[src/rtl/pwm_deadtime_pkg.sv]
// Shared types and constants for the PWM dead-time insertion stage.
package pwm_pkg;

    typedef enum logic [1:0] {
        IDLE = 2'd0,
        DEAD = 2'd1,
        HIGH = 2'd2,
        LOW  = 2'd3
    } pwm_dt_state_t;

    localparam int unsigned PWM_DT_MIN = 1;

endpackage

[src/rtl/pwm_deadtime.sv]
// Dead-time insertion: turns a raw PWM into a complementary high/low gate pair
// with a programmable both-low interval between every side change.
module pwm_deadtime
    import pwm_pkg::*;
#(
    parameter int unsigned DT_WIDTH = 16
) (
    input  logic                clk,
    input  logic                rst,
    input  logic                enable,
    input  logic                pwm_raw,
    input  logic [DT_WIDTH-1:0] deadtime_cycles,
    output logic                out_h,
    output logic                out_l,
    output logic                dt_active
);

    pwm_dt_state_t       state_q, state_d;
    logic [DT_WIDTH-1:0] cnt_q, cnt_d;
    logic                tgt_q, tgt_d;
    logic                out_h_q, out_l_q, dt_active_q;
    logic [DT_WIDTH-1:0] load_val;

    // Counter is loaded with D_eff-1; a zero request is clamped to the minimum.
    always_comb begin
        if (deadtime_cycles < DT_WIDTH'(PWM_DT_MIN))
            load_val = DT_WIDTH'(PWM_DT_MIN - 1);
        else
            load_val = deadtime_cycles - 1'b1;
    end

    always_comb begin
        state_d = state_q;
        cnt_d   = cnt_q;
        tgt_d   = tgt_q;
        if (!enable) begin
            state_d = IDLE;
            cnt_d   = '0;
        end else begin
            unique case (state_q)
                IDLE: begin
                    state_d = DEAD;
                    tgt_d   = pwm_raw;
                    cnt_d   = load_val;
                end
                HIGH: begin
                    if (!pwm_raw) begin
                        state_d = DEAD;
                        tgt_d   = 1'b0;
                        cnt_d   = load_val;
                    end
                end
                LOW: begin
                    if (pwm_raw) begin
                        state_d = DEAD;
                        tgt_d   = 1'b1;
                        cnt_d   = load_val;
                    end
                end
                DEAD: begin
                    // Target follows the input; the side is chosen only on expiry.
                    tgt_d = pwm_raw;
                    if (cnt_q != '0)
                        cnt_d = cnt_q - 1'b1;
                    else
                        state_d = pwm_raw ? HIGH : LOW;
                end
                default: state_d = IDLE;
            endcase
        end
    end

    always_ff @(posedge clk or posedge rst) begin
        if (rst) begin
            state_q     <= IDLE;
            cnt_q       <= '0;
            tgt_q       <= 1'b0;
            out_h_q     <= 1'b0;
            out_l_q     <= 1'b0;
            dt_active_q <= 1'b0;
        end else begin
            state_q     <= state_d;
            cnt_q       <= cnt_d;
            tgt_q       <= tgt_d;
            out_h_q     <= (state_d == HIGH);
            out_l_q     <= (state_d == LOW);
            dt_active_q <= (state_d == DEAD);
        end
    end

    assign out_h     = out_h_q;
    assign out_l     = out_l_q;
    assign dt_active = dt_active_q;

    a_no_shoot_through: assert property (@(posedge clk) disable iff (rst) !(out_h_q && out_l_q));

endmodule

[config.mk]
export PLATFORM = sky130hd
export DESIGN_NAME = pwm_deadtime
export DESIGN_NICKNAME = d
export VERILOG_FILES = /design/src/rtl/pwm_deadtime_pkg.sv /design/src/rtl/pwm_deadtime.sv
export SDC_FILE = /design/constraint.sdc
export NUM_CORES = 1
export LEC_CHECK = 0
export BUFFER_PORTS_ARGS = -buffer_cell sky130_fd_sc_hd__buf_2
export CORE_MARGIN = 3
export CORE_UTILIZATION = 45
export DETAILED_ROUTE_END_ITERATION = 8
export GPL_ROUTABILITY_DRIVEN = 1
export PLACE_DENSITY = 0.73
export SLEW_MARGIN = 20
export SYNTH_ARGS = -nofsm -noshare
export SYNTH_HDL_FRONTEND = slang
export SYNTH_SLANG_ARGS = --single-unit
[constraint.sdc]
create_clock -name clk -period 2.82 [get_ports clk]
set_input_delay 0.141 -clock clk [delete_from_list [all_inputs] [get_ports clk]]
set_output_delay 0.141 -clock clk [all_outputs]
set_load 0.005 [all_outputs]
==> summary.txt <==
Placement
  • Input/output buffers: 22
  • Post-DP HPWL: 2908 um
  • Pre-CTS setup slack: 324.5 ps
  • GP Congestion: 0.9146

Synth
  • Yosys warnings: 0
  • Main area contributors after synthesis: dfrtp_1 32%, xnor2_1 3.7%, a221o_1 3.6%
  • Most frequent cell after synthesis: dfrtp_1
  • Mapped Area: 1660 um^2
  • Avg Cell Area, Syn: 8.832 um^2
  • Register area share after synthesis: 31.65%
  • Post-synth ARST share: 100.0%
  • Most common flop cell mapped by yosys: dfrtp_1
  • Yosys top cell area share: 31.65%
  • Cell count after synthesis: 188
  • Post-synth top cells: 21 x dfrtp_1, 15 x nor2_1, 11 x nand2_1
  • Most area-hungry cell type in the Yosys netlist: dfrtp_1
  • Synth unique cells: 61
  • Net Count, Synth: 211
  • Post-synth EDFFs: 0
  • Flops & latches, synth: 21

Route
  • DRC viols: 0
  • Via/cell ratio: 6.023
  • Post-route ant nets: 0
  • Vias: 1572
  • Post-Route WL: 3779 um
  • 1st-pass router iterations: 4
  • Average wire per standard cell: 14.48 um
  • Iter 0 DRT Violations: 104

Worst setup path
  • Reg2reg start: cnt_q[10]
  • R2R cell count: 6
  • CP max FO: 9
  • Critical R2R Capture: cnt_q[13]
  • CP Buf/Inv Count: 1
  • R2R setup slack: 310 ps
  • Cell mode on critical path: or4_4
  • CP Capture Type: flop
  • Worst setup SP type: flop
  • CP required: 2970 ps
  • CP peak stage delay: 570 ps
  • Setup CP Type: flop to flop
  • Critical path's top delay family: simple AND/OR/NAND/NOR gates
  • WP data arrival: 2670 ps
  • Slowest-stage cell, CP: or4_4
  • Cells along the critical path: or4_4 > or4_4 > o211ai_4 > buf_4 > a31oi_1 > a221o_1

Clock network
  • Clk_lat worst skew: 260 ps
  • Root Driver: clkbuf_8
  • Clock sink total: 21
  • CTS buffer count: 3
  • Clk slew on worst S/H paths: 80 ps
  • H-tree depth: 1
  • Post-CTS Setup Inserts: 0
  • CTS Buffer Depth: 2
  • Hold_buf cts: 0
  • Post-CTS resize count: 0
  • CTS tree: yes

STA
  • Fin crit share: 89.09%
  • Slew HR: 45.89%
  • Clk_skew: 6.785 ps
  • Final Max Tran Viols: 0
  • WHS: 11.55 ps
  • TNS Setup: 0 ps
  • Fin crit period: 2512 ps
  • Final hold violation count: 0
  • RSZ-0062 raised after global routing: no
  • Final setup viols: 0
  • Worst setup margin: 307.7 ps
  • Worst-Margin Slew: 811.6 ps
  • Max Clock Freq: 398.0 MHz

Die
  • Die span in x: 66.74 um
  • Initial Util: 48.24%
  • Row Count: 21
  • Die H: 66.74 um
  • IO Pins: 23
  • Die area: 4454 um^2
  • Core area: 3442 um^2

Power
  • Share of power burned in registers: 43.0%
  • Power Dens Cells: 451.6 nW/um^2
  • Sw frac: 34.22%
  • Tot Pwr: 0.8526 mW
  • Cell Int Power: 0.5608 mW
  • Worst ir drop on vdd: 0.0001944 V
  • Comb pwr share: 33.8%
  • Leakage: 0.7804 nW
  • Clock power frac: 23.2%
  • Psw: 0.2918 mW

Finish
  • Fillcell total: 318
  • Nets@finish: 239
  • # diodes: 0
  • Share of layout cells above drive strength 1: 20.93%
  • Area Growth Syn to Fin: 13.72%
  • Core Util, Final: 54.85%

Global routing
  • GRT Resource Usage Total: 19.31%
  • Largest net degree at the start of global routing: 23
  • Antenna violations before repair: 0
  • Global route overflow: 0
  • Vias in the first global route: 1425
  • First-pass GRT wire length: 6630 um

Run status
  • Outcome: complete, no violations

Worst hold path
  • Hold crit path type: primary input to async pin

Run
  • Max Cap Viol: 0
[cell families (layout without fill, tap and decap cells)]
family                   Yosys count  count (layout)  share of synthesized area (%)
multiplexers                       1               1                         0.6029
flip-flops                        21              21                          31.65
XOR/XNOR                          13              13                          6.858
AO/OA/AOI/OAI                     58              58                          27.96
AND/OR/NAND/NOR                   74              74                          25.47
buffers and inverters             18              45                          5.200
adder cells (fa/ha/maj)            3               3                          2.261
[through the flow]
step                area, um^2  cells
floorplan                 1660    188
global placement          1843    257
detailed placement        1843    257
CTS                       1888    261
global route              1888    261
finish                    1888    261
[cells in the final DEF, fill, tap and decap left out, types with 2 or more instances in the layout]
cell        n
nand2b_1    2
o2111ai_1   2
o21ai_0     2
nand3_1     7
buf_2      22
nand2_1    11
a221o_1     6
a21oi_1     7
xnor2_1     7
xor2_1      6
o211ai_1    4
nor4_1      3
nor4b_1     4
clkbuf_8    3
nor3_1      9
nor2b_1     3
or2_2       4
dfrtp_1    21
a31oi_1     4
a211oi_1    2
or3_1       2
ha_1        3
or4_4       2
inv_1      10
o21ai_1     2
a22o_1      3
nand4_1     2
a211o_1     2
nor2_1     15
buf_4       8
and2_1      2
o22ai_1     5
[per-layer routing]
layer	wire length, um	up-vias	GRT usage, %
met5	0	-	0
met4	33	0	8.376
met3	224	3	1.180
met2	1694	51	29.46
met1	1827	731	27.92
li1	-	787	-
[power by group through the flow]
| stage | clock network (mW) | logic (mW) | registers [mW] |
|---|---|---|---|
| after floorplan | 0 | 0.213 | 0.364 |
| after global placement | 0 | 0.285 | 0.371 |
| after detailed placement | 0 | 0.287 | 0.371 |
| after CTS | 0.202 | 0.287 | 0.366 |
| after global routing | 0.215 | 0.324 | 0.371 |
| final | 0.198 | 0.288 | 0.367 |
[registers in the layout, indices dropped and copies added (netlist names)]
| register | flops |
|---|---|
| cnt_q | 16 |
| state_q | 2 |
| dt_active | 1 |
| out_h | 1 |
| out_l | 1 |
[worst reg2reg max path, stage by stage, from the launching register on]
cell,delay (ps)
dfrtp_1,410
or4_4,540
or4_4,570
o211ai_4,280
buf_4,220
a31oi_1,50
a221o_1,320
[how the worst max path moves through the flow]
| stage | start | endpoint | slack [ps] | depth (start not counted) |
|---|---|---|---|---|
| 2_1_floorplan | cnt_q[10] | cnt_q[2] | 480 | 6 |
| 3_3_place_gp | cnt_q[5] | cnt_q[13] | 340 | 6 |
| 3_5_place_dp | cnt_q[5] | cnt_q[13] | 320 | 6 |
| 4_1_cts | cnt_q[10] | cnt_q[13] | 320 | 6 |
| 5_1_grt | cnt_q[5] | cnt_q[13] | 230 | 6 |
| 6_report | cnt_q[10] | cnt_q[13] | 310 | 6 |
[final cells by class]
| type | count | area, um^2 | area share, % |
|---|---|---|---|
| timing repair buffer | 30 | 170.2 | 9.013 |
| tap | 46 | 57.56 | 3.048 |
| clock buffer | 4 | 45.04 | 2.386 |
| inverter | 11 | 41.29 | 2.187 |
| sequential | 21 | 525.5 | 27.83 |
| multi-input combinational | 149 | 1049 | 55.53 |
Power figures use the tool's default switching activity.
